==> src/rtl/poly_pkg.sv <==
// Shared definitions for the polynomial command path (decode and execute stages).
package poly_pkg;

    localparam int MAX_DEG  = 10;
    localparam int NUM_POLY = 8;

    localparam logic [7:0] OP_SET      = 8'd0;
    localparam logic [7:0] OP_EVAL     = 8'd1;
    localparam logic [7:0] OP_EVAL_BLK = 8'd2;
    localparam logic [7:0] OP_CLR      = 8'd3;

    localparam logic [1:0] ST_OK      = 2'd0;
    localparam logic [1:0] ST_BAD_OP  = 2'd1;
    localparam logic [1:0] ST_BAD_DEG = 2'd2;
    localparam logic [1:0] ST_NO_POLY = 2'd3;

    typedef enum logic [2:0] {
        S_IDLE,
        S_LOAD,
        S_GET_X,
        S_HORNER,
        S_EMIT,
        S_DONE
    } state_t;

endpackage

==> src/rtl/poly_coef_store.sv <==
// Coefficient register file with per-slot degree and valid bits.
module poly_coef_store #(
    parameter int DATA_W   = 16,
    parameter int MAX_DEG  = poly_pkg::MAX_DEG,
    parameter int NUM_POLY = poly_pkg::NUM_POLY,
    localparam int SW      = $clog2(NUM_POLY),
    localparam int DW      = $clog2(MAX_DEG + 1)
) (
    input  logic                     clk,
    input  logic                     reset,
    input  logic                     wr_en,
    input  logic                     set_valid,
    input  logic                     inval_en,
    input  logic                     clr_all,
    input  logic [SW-1:0]            slot,
    input  logic [DW-1:0]            wr_idx,
    input  logic signed [DATA_W-1:0] wr_data,
    input  logic [DW-1:0]            set_deg,
    input  logic [SW-1:0]            rd_slot,
    input  logic [DW-1:0]            rd_idx,
    output logic signed [DATA_W-1:0] rd_coef,
    output logic [DW-1:0]            rd_deg,
    output logic [NUM_POLY-1:0]      valid
);

    logic signed [DATA_W-1:0] coef [NUM_POLY][MAX_DEG+1];
    logic [DW-1:0]            deg_mem [NUM_POLY];

    // Contents are qualified by valid, so they carry no reset.
    always_ff @(posedge clk) begin
        if (wr_en)
            coef[slot][wr_idx] <= wr_data;
        if (set_valid)
            deg_mem[slot] <= set_deg;
    end

    always_ff @(posedge clk or negedge reset) begin
        if (!reset) begin
            valid <= '0;
        end else if (clr_all) begin
            valid <= '0;
        end else begin
            if (inval_en)
                valid[slot] <= 1'b0;
            if (set_valid)
                valid[slot] <= 1'b1;
        end
    end

    assign rd_coef = coef[rd_slot][rd_idx];
    assign rd_deg  = deg_mem[rd_slot];

endmodule

==> src/rtl/poly_cmd_exec.sv <==
// Command execution stage: loads polynomial slots and evaluates them by Horner's rule.
module poly_cmd_exec #(
    parameter int DATA_W   = 16,
    parameter int ACC_W    = 32,
    parameter int MAX_DEG  = poly_pkg::MAX_DEG,
    parameter int NUM_POLY = poly_pkg::NUM_POLY
) (
    input  logic                     clk,
    input  logic                     reset,
    input  logic                     start_proc,
    input  logic [7:0]               command,
    input  logic [2:0]               arg1,
    input  logic [4:0]               arg2,
    input  logic [1:0]               error_in,
    input  logic signed [DATA_W-1:0] in_data,
    input  logic                     in_valid,
    output logic                     in_ready,
    output logic signed [ACC_W-1:0]  out_data,
    output logic                     out_valid,
    input  logic                     out_ready,
    output logic [1:0]               status,
    output logic                     status_valid,
    output logic                     done_proc,
    output logic                     busy
);

    import poly_pkg::*;

    localparam int DW = $clog2(MAX_DEG + 1);

    state_t                   state, state_nxt;
    logic [2:0]               slot_r;
    logic [DW-1:0]            deg_r, k_r;
    logic [4:0]               cnt_r;
    logic signed [DATA_W-1:0] x_r;
    logic signed [ACC_W-1:0]  acc_r, x_ext, coef_ext;
    logic [1:0]               st_r, st_nxt;

    logic                     wr_en, set_valid, inval_en, clr_all;
    logic [2:0]               st_slot;
    logic [DW-1:0]            rd_idx, rd_deg;
    logic signed [DATA_W-1:0] rd_coef;
    logic [NUM_POLY-1:0]      valid;

    // Invalidation happens at command accept, before slot_r is loaded.
    assign st_slot  = (state == S_IDLE) ? arg1 : slot_r;
    assign rd_idx   = (state == S_HORNER) ? k_r - DW'(1) : rd_deg;
    assign x_ext    = ACC_W'(x_r);
    assign coef_ext = ACC_W'(rd_coef);
    assign out_data = (state == S_EMIT) ? acc_r : '0;
    assign status   = st_r;

    poly_coef_store #(
        .DATA_W  (DATA_W),
        .MAX_DEG (MAX_DEG),
        .NUM_POLY(NUM_POLY)
    ) u_store (
        .clk      (clk),
        .reset    (reset),
        .wr_en    (wr_en),
        .set_valid(set_valid),
        .inval_en (inval_en),
        .clr_all  (clr_all),
        .slot     (st_slot),
        .wr_idx   (k_r),
        .wr_data  (in_data),
        .set_deg  (deg_r),
        .rd_slot  (slot_r),
        .rd_idx   (rd_idx),
        .rd_coef  (rd_coef),
        .rd_deg   (rd_deg),
        .valid    (valid)
    );

    always_ff @(posedge clk or negedge reset) begin
        if (!reset) state <= S_IDLE;
        else        state <= state_nxt;
    end

    always_comb begin
        state_nxt    = state;
        st_nxt       = st_r;
        wr_en        = 1'b0;
        set_valid    = 1'b0;
        inval_en     = 1'b0;
        clr_all      = 1'b0;
        in_ready     = 1'b0;
        out_valid    = 1'b0;
        done_proc    = 1'b0;
        status_valid = 1'b0;
        busy         = 1'b1;
        case (state)
            S_IDLE: begin
                busy = 1'b0;
                if (start_proc) begin
                    state_nxt = S_DONE;
                    st_nxt    = ST_OK;
                    if (error_in != 2'd0) begin
                        st_nxt = error_in;
                    end else begin
                        case (command)
                            OP_SET: begin
                                if (int'(arg2) > MAX_DEG) begin
                                    st_nxt = ST_BAD_DEG;
                                end else begin
                                    inval_en  = 1'b1;
                                    state_nxt = S_LOAD;
                                end
                            end
                            OP_EVAL, OP_EVAL_BLK: begin
                                if (!valid[arg1])
                                    st_nxt = ST_NO_POLY;
                                else if (command == OP_EVAL || arg2 != '0)
                                    state_nxt = S_GET_X;
                            end
                            OP_CLR:  clr_all = 1'b1;
                            default: st_nxt = ST_BAD_OP;
                        endcase
                    end
                end
            end
            S_LOAD: begin
                in_ready = 1'b1;
                if (in_valid) begin
                    wr_en = 1'b1;
                    if (k_r == '0) begin
                        set_valid = 1'b1;
                        state_nxt = S_DONE;
                    end
                end
            end
            S_GET_X: begin
                in_ready = 1'b1;
                if (in_valid)
                    state_nxt = (rd_deg == '0) ? S_EMIT : S_HORNER;
            end
            S_HORNER: begin
                if (k_r == DW'(1))
                    state_nxt = S_EMIT;
            end
            S_EMIT: begin
                out_valid = 1'b1;
                if (out_ready)
                    state_nxt = (cnt_r == 5'd1) ? S_DONE : S_GET_X;
            end
            S_DONE: begin
                done_proc    = 1'b1;
                status_valid = 1'b1;
                state_nxt    = S_IDLE;
            end
            default: state_nxt = S_IDLE;
        endcase
    end

    always_ff @(posedge clk or negedge reset) begin
        if (!reset) begin
            slot_r <= '0;
            deg_r  <= '0;
            k_r    <= '0;
            cnt_r  <= '0;
            x_r    <= '0;
            acc_r  <= '0;
            st_r   <= ST_OK;
        end else begin
            st_r <= st_nxt;
            case (state)
                S_IDLE: begin
                    if (start_proc) begin
                        slot_r <= arg1;
                        deg_r  <= DW'(arg2);
                        k_r    <= DW'(arg2);
                        cnt_r  <= (command == OP_EVAL_BLK) ? arg2 : 5'd1;
                    end
                end
                S_LOAD: begin
                    if (in_valid)
                        k_r <= k_r - DW'(1);
                end
                S_GET_X: begin
                    if (in_valid) begin
                        x_r   <= in_data;
                        acc_r <= coef_ext;
                        k_r   <= rd_deg;
                    end
                end
                S_HORNER: begin
                    k_r   <= k_r - DW'(1);
                    acc_r <= acc_r * x_ext + coef_ext;
                end
                S_EMIT: begin
                    if (out_ready)
                        cnt_r <= cnt_r - 5'd1;
                end
                default: ;
            endcase
        end
    end

endmodule

==> config.mk <==
export PLATFORM = sky130hd
export DESIGN_NAME = poly_cmd_exec
export DESIGN_NICKNAME = d
export VERILOG_FILES = /design/src/rtl/poly_pkg.sv /design/src/rtl/poly_coef_store.sv /design/src/rtl/poly_cmd_exec.sv
export SDC_FILE = /design/constraint.sdc
export NUM_CORES = 2
export LEC_CHECK = 0
export CAP_MARGIN = 20
export CORE_MARGIN = 4
export CORE_UTILIZATION = 65
export CTS_CLUSTER_SIZE = 10
export DETAILED_ROUTE_END_ITERATION = 10
export DONT_BUFFER_PORTS = 1
export PLACE_DENSITY = 0.81
export SLEW_MARGIN = 20
export SYNTH_ARGS = -nofsm -noshare
export SYNTH_HDL_FRONTEND = slang
export SYNTH_HIERARCHICAL = 1
export SYNTH_SLANG_ARGS = --single-unit
export TNS_END_PERCENT = 30
==> constraint.sdc <==
create_clock -name clk -period 14.2 [get_ports clk]
set_clock_uncertainty 0.05 [all_clocks]
set_input_delay 2.84 -clock clk [delete_from_list [all_inputs] [get_ports clk]]
set_output_delay 2.84 -clock clk [all_outputs]
set_load 0.02 [all_outputs]
==> results by stage <==
Status:
- The flow ran to the end, and the final reports show no timing, DRC or antenna violations.

Finish:
- The share of final-layout standard cells stronger than drive strength 1 is 18.58%.
- Summing all multi-input logic gate instances after layout gives 24,520 sq um.
- The final layout contains 4,830 nets.
- The antenna diode instance count is 0.
- After routing the design area is 78,990 sq um.
- For this run, the share of the core covered by cells in the final layout is 71.47%.
- In the final layout, flip-flops and latches occupy 45,180 sq um.
- The count of filler cells inserted in the layout is 6,492.
- The area added between synthesis and finish is 9.358%.

Placement:
- After detailed placement, the total cell area comes to 74,270 sq um.
- The HPWL after detailed placement is 107.7 mm.
- The count of buffers added on input and output ports is 0.
- The routability congestion estimate is 0.9133.

Logic synthesis:
- Counting flops with an async set or reset pin after synthesis yields a share of 5.076%.
- The number of different library cells used by synthesis comes to 80.
- For this run, the number of Yosys warnings is 6.
- The average instance area after synthesis is 16.93 sq um.
- The synthesized design contains 1,517 register bits.
- Counting flops with a built-in enable in the synthesized netlist gives 1,440.
- The register area share after synthesis is 62.54%.
- The summed instance area of the synthesized netlist is 72,230 sq um.
- The most used flip-flop cell after synthesis is sky130_fd_sc_hd__edfxtp_1.
- The cell count after synthesis came out at 4,266.
- The number of nets handed over by synthesis was 4,740.

Routing:
- The detailed router finished its first iteration with 5,717 violations.
- Wires add up to 186.5 mm.
- After detailed routing, the average wire length per cell comes to 31.62 um.
- The number of DRC violations after detailed routing is 0.
- Once detail routing completed, the nets flagged for antenna violations numbered 0.
- Across all layers, the routed design uses 40,220 vias.
- The routed via count divided by cell count is 6.821.
- The first detailed-routing pass took 6 iterations.

Floorplanning:
- The floorplan die area is 116,500 sq um.
- The floorplan has 122 rows.
- The die span in x is 341.3 um.
- The core region is 110,500 sq um.
- The die extent in y is 341.3 um.
- The starting density of the core is 65.36%.
- For this design the top-level I/O count stands at 78.

Setup path:
- STA classifies the critical path startpoint as a flip-flop.
- Along the worst path, the maximum fanout reaches 103.
- The count of cell instances traversed by the critical path is 31.
- The worst path arrival time is 10.65 ns.
- The buffering stage count on the worst path with inverters included is 10.
- The kind of cell with the highest combined delay on the critical path is adder cells.
- The critical path starts at slot_r[2]$_DFFE_PN0P_.
- The endpoint of the worst setup timing path is acc_r[24]$_DFFE_PN0P_.
- At the worst endpoint, the required time is 14.79 ns.
- The origin of the critical flop-to-flop path is slot_r[2]$_DFFE_PN0P_.
- For this run, the slowest stage of the critical path takes 0.73 ns.
- The highest-delay cell along the critical path is sky130_fd_sc_hd__inv_4.
- In this run the critical register-to-register path is captured at acc_r[24]$_DFFE_PN0P_.
- The cell occurring most often along the worst timing path is sky130_fd_sc_hd__fa_1.
- Measured in cells, the most critical reg-to-reg path has a length of 31.
- The endpoint kind of the worst setup timing path is a flip-flop.
- The category of the most critical setup path is flip-flop to flip-flop.
- Setup slack on the worst reg-to-reg path comes out at 4.14 ns.

Global route:
- The via count of the first global-routing pass is 41,600.
- The wire length of the first global-routing pass is 280.7 mm.
- The number of antenna violations at the first check in global routing is 2.
- The largest net degree at the start of global routing is 104.
- The overall fraction of global-route tracks in use is 33.19%.
- Summed over all layers, the global routing overflow is 0.

STA:
- The max-slew violation total from the final report came to 0.
- The final sum of negative setup slack is 0 ns.
- At the pin with the least slew margin, the transition time is 1.193 ns.
- Setup violations remaining at the end of the flow were counted as 0.
- The total count of hold-check failures in the final report came to 0.
- Derived from the worst setup path, the maximum achievable clock frequency is 0.09942 GHz.
- The share of the clock period used by the worst path is 70.83%.
- The post-layout minimum cycle time is 10.06 ns.
- In this run the tightest slew margin relative to its limit is 20.47%.
- Hold is met by 0.4568 ns.
- Setup repair after global routing left no endpoint under its margin.

CTS:
- The count of clock tree sinks is 1,517.
- In this run the number of H-tree levels came out at 4.
- TritonCTS built the clock tree.
- The root cell of the clock tree is sky130_fd_sc_hd__clkbuf_16.
- At the later pin of the worst-skew pair, clock insertion delay measures 0.78 ns.
- In this run the deepest clock path goes through 3 buffers.
- The number of clock buffers inserted by TritonCTS is 171.
- Post-CTS timing repair inserted 0 buffers for setup.
- The CTS clock-pin slew for the worst setup and hold paths is 0.06 ns.
- The number of cells upsized or downsized after cts is 0.
- The number of hold buffers added after CTS is 0.

Job:
- The max-cap check violation count is 0.

Min path:
- The path type of the worst min-delay path is flip-flop to flip-flop.
routing by layer:
metal	track usage (%)	vias to the layer above	wire [um]
met5	0	-	12
met4	14.92	2	10020
met3	7.556	590	21870
met2	51.71	2967	89550
met1	45.88	20760	65030
li1	-	15900	-
flip-flops by register name (all words and copies together), names as in the netlist, 4 cells and up:
| signal | cells |
|---|---|
| u_store/valid | 8 |
| k_r | 4 |
| u_store/coef | 1408 |
| u_store/deg_mem | 32 |
| x_r | 16 |
| acc_r | 32 |
| cnt_r | 5 |
| deg_r | 4 |
per-stage QoR:
step / setup WS, ns / cells
after CTS: 4.340 / 5896
after global placement: 4.721 / 5670
after floorplan: 5.168 / 4266
after global routing: 3.752 / 5897
final: 4.142 / 5897
after detailed placement: 4.484 / 5670
Yosys cell counts, types with 44 or more instances:
| library cell | count | area (sq um) |
|---|---|---|
| sky130_fd_sc_hd__edfxtp_1 | 1440 | 43240 |
| sky130_fd_sc_hd__inv_1 | 435 | 1633 |
| sky130_fd_sc_hd__mux4_2 | 392 | 8828 |
| sky130_fd_sc_hd__fa_1 | 334 | 6686 |
| sky130_fd_sc_hd__nand2_1 | 286 | 1074 |
| sky130_fd_sc_hd__and2_1 | 193 | 1207 |
| sky130_fd_sc_hd__nor2_1 | 161 | 604.3 |
| sky130_fd_sc_hd__clkbuf_1 | 126 | 473.0 |
| sky130_fd_sc_hd__ha_1 | 101 | 1264 |
| sky130_fd_sc_hd__mux2i_1 | 93 | 930.9 |
| sky130_fd_sc_hd__a21oi_1 | 78 | 390.4 |
| sky130_fd_sc_hd__dfrtp_1 | 77 | 1927 |
| sky130_fd_sc_hd__mux2_2 | 57 | 641.9 |
| sky130_fd_sc_hd__o21ai_0 | 57 | 285.3 |
| sky130_fd_sc_hd__buf_2 | 44 | 220.2 |
worst register-to-register path, delay by kind of cell, from the launching register on:
kind                     cells  cell delay [ns]
buffers and inverters       10             2.97
adder cells (fa/ha/maj)      6             2.90
AO/OA/AOI/OAI               12             2.34
AND/OR/NAND/NOR              2             0.68
flip-flops                   1             0.48
multiplexers                 1             0.47
cell usage in the layout (no fill, tap or decap), types with 8 or more instances in the layout:
master,n
sky130_fd_sc_hd__xor2_1,12
sky130_fd_sc_hd__nor2_1,150
sky130_fd_sc_hd__o22ai_1,28
sky130_fd_sc_hd__nor2b_1,13
sky130_fd_sc_hd__fa_1,334
sky130_fd_sc_hd__a21o_1,10
sky130_fd_sc_hd__nand2b_1,28
sky130_fd_sc_hd__o221ai_1,14
sky130_fd_sc_hd__nand3_1,25
sky130_fd_sc_hd__edfxtp_1,1440
sky130_fd_sc_hd__nor3_1,12
sky130_fd_sc_hd__mux4_2,392
sky130_fd_sc_hd__a211oi_1,8
sky130_fd_sc_hd__xnor2_1,40
sky130_fd_sc_hd__clkbuf_1,38
sky130_fd_sc_hd__or2_2,8
sky130_fd_sc_hd__o21ai_0,57
sky130_fd_sc_hd__dfrtp_1,72
sky130_fd_sc_hd__mux2_2,57
sky130_fd_sc_hd__ha_1,101
sky130_fd_sc_hd__a22oi_1,20
sky130_fd_sc_hd__buf_4,130
sky130_fd_sc_hd__nor2_2,11
sky130_fd_sc_hd__nand2_1,286
sky130_fd_sc_hd__inv_1,433
sky130_fd_sc_hd__a21oi_1,76
sky130_fd_sc_hd__mux2i_1,93
sky130_fd_sc_hd__a31oi_1,11
sky130_fd_sc_hd__clkbuf_16,174
sky130_fd_sc_hd__and2_1,193
kinds of logic (layout without fill, tap and decap cells):
| family | count (synthesis) | after routing | share of synthesized area, % |
|---|---|---|---|
| adder cells (fa/ha/maj) | 435 | 435 | 11.01 |
| AND/OR/NAND/NOR | 772 | 772 | 5.143 |
| AO/OA/AOI/OAI | 292 | 292 | 2.676 |
| XOR/XNOR | 52 | 52 | 0.6306 |
| multiplexers | 542 | 542 | 14.40 |
| buffers and inverters | 656 | 799 | 3.607 |
| flip-flops | 1517 | 1517 | 62.54 |
final cells by class:
cell class	instances	share of cell area, %
Multi-Input combinational cell	2093	31.05
Clock inverter	14	0.2630
Inverter	438	2.085
Timing Repair Buffer	135	1.351
Sequential cell	1517	57.20
Tap cell	1488	2.357
Clock buffer	212	5.693
worst min-delay path by stage:
| stage | from | end | slack [ns] | cells after the start |
|---|---|---|---|---|
| final | cnt_r[0]$_DFFE_PN0P_ | cnt_r[0]$_DFFE_PN0P_ | 0.46 | 1 |
| after global routing | cnt_r[0]$_DFFE_PN0P_ | cnt_r[0]$_DFFE_PN0P_ | 0.48 | 1 |
| after CTS | cnt_r[0]$_DFFE_PN0P_ | cnt_r[0]$_DFFE_PN0P_ | 0.46 | 1 |
| after detailed placement | x_r[10]$_DFFE_PN0P_ | x_r[10]$_DFFE_PN0P_ | 0.45 | 1 |
| after global placement | x_r[10]$_DFFE_PN0P_ | x_r[10]$_DFFE_PN0P_ | 0.44 | 1 |
| after floorplan | cnt_r[0]$_DFFE_PN0P_ | cnt_r[0]$_DFFE_PN0P_ | 0.42 | 1 |
Power is left out: the tool's default activity adds up to more than one toggle a clock period on the data nets, which glitch-free logic cannot reach.
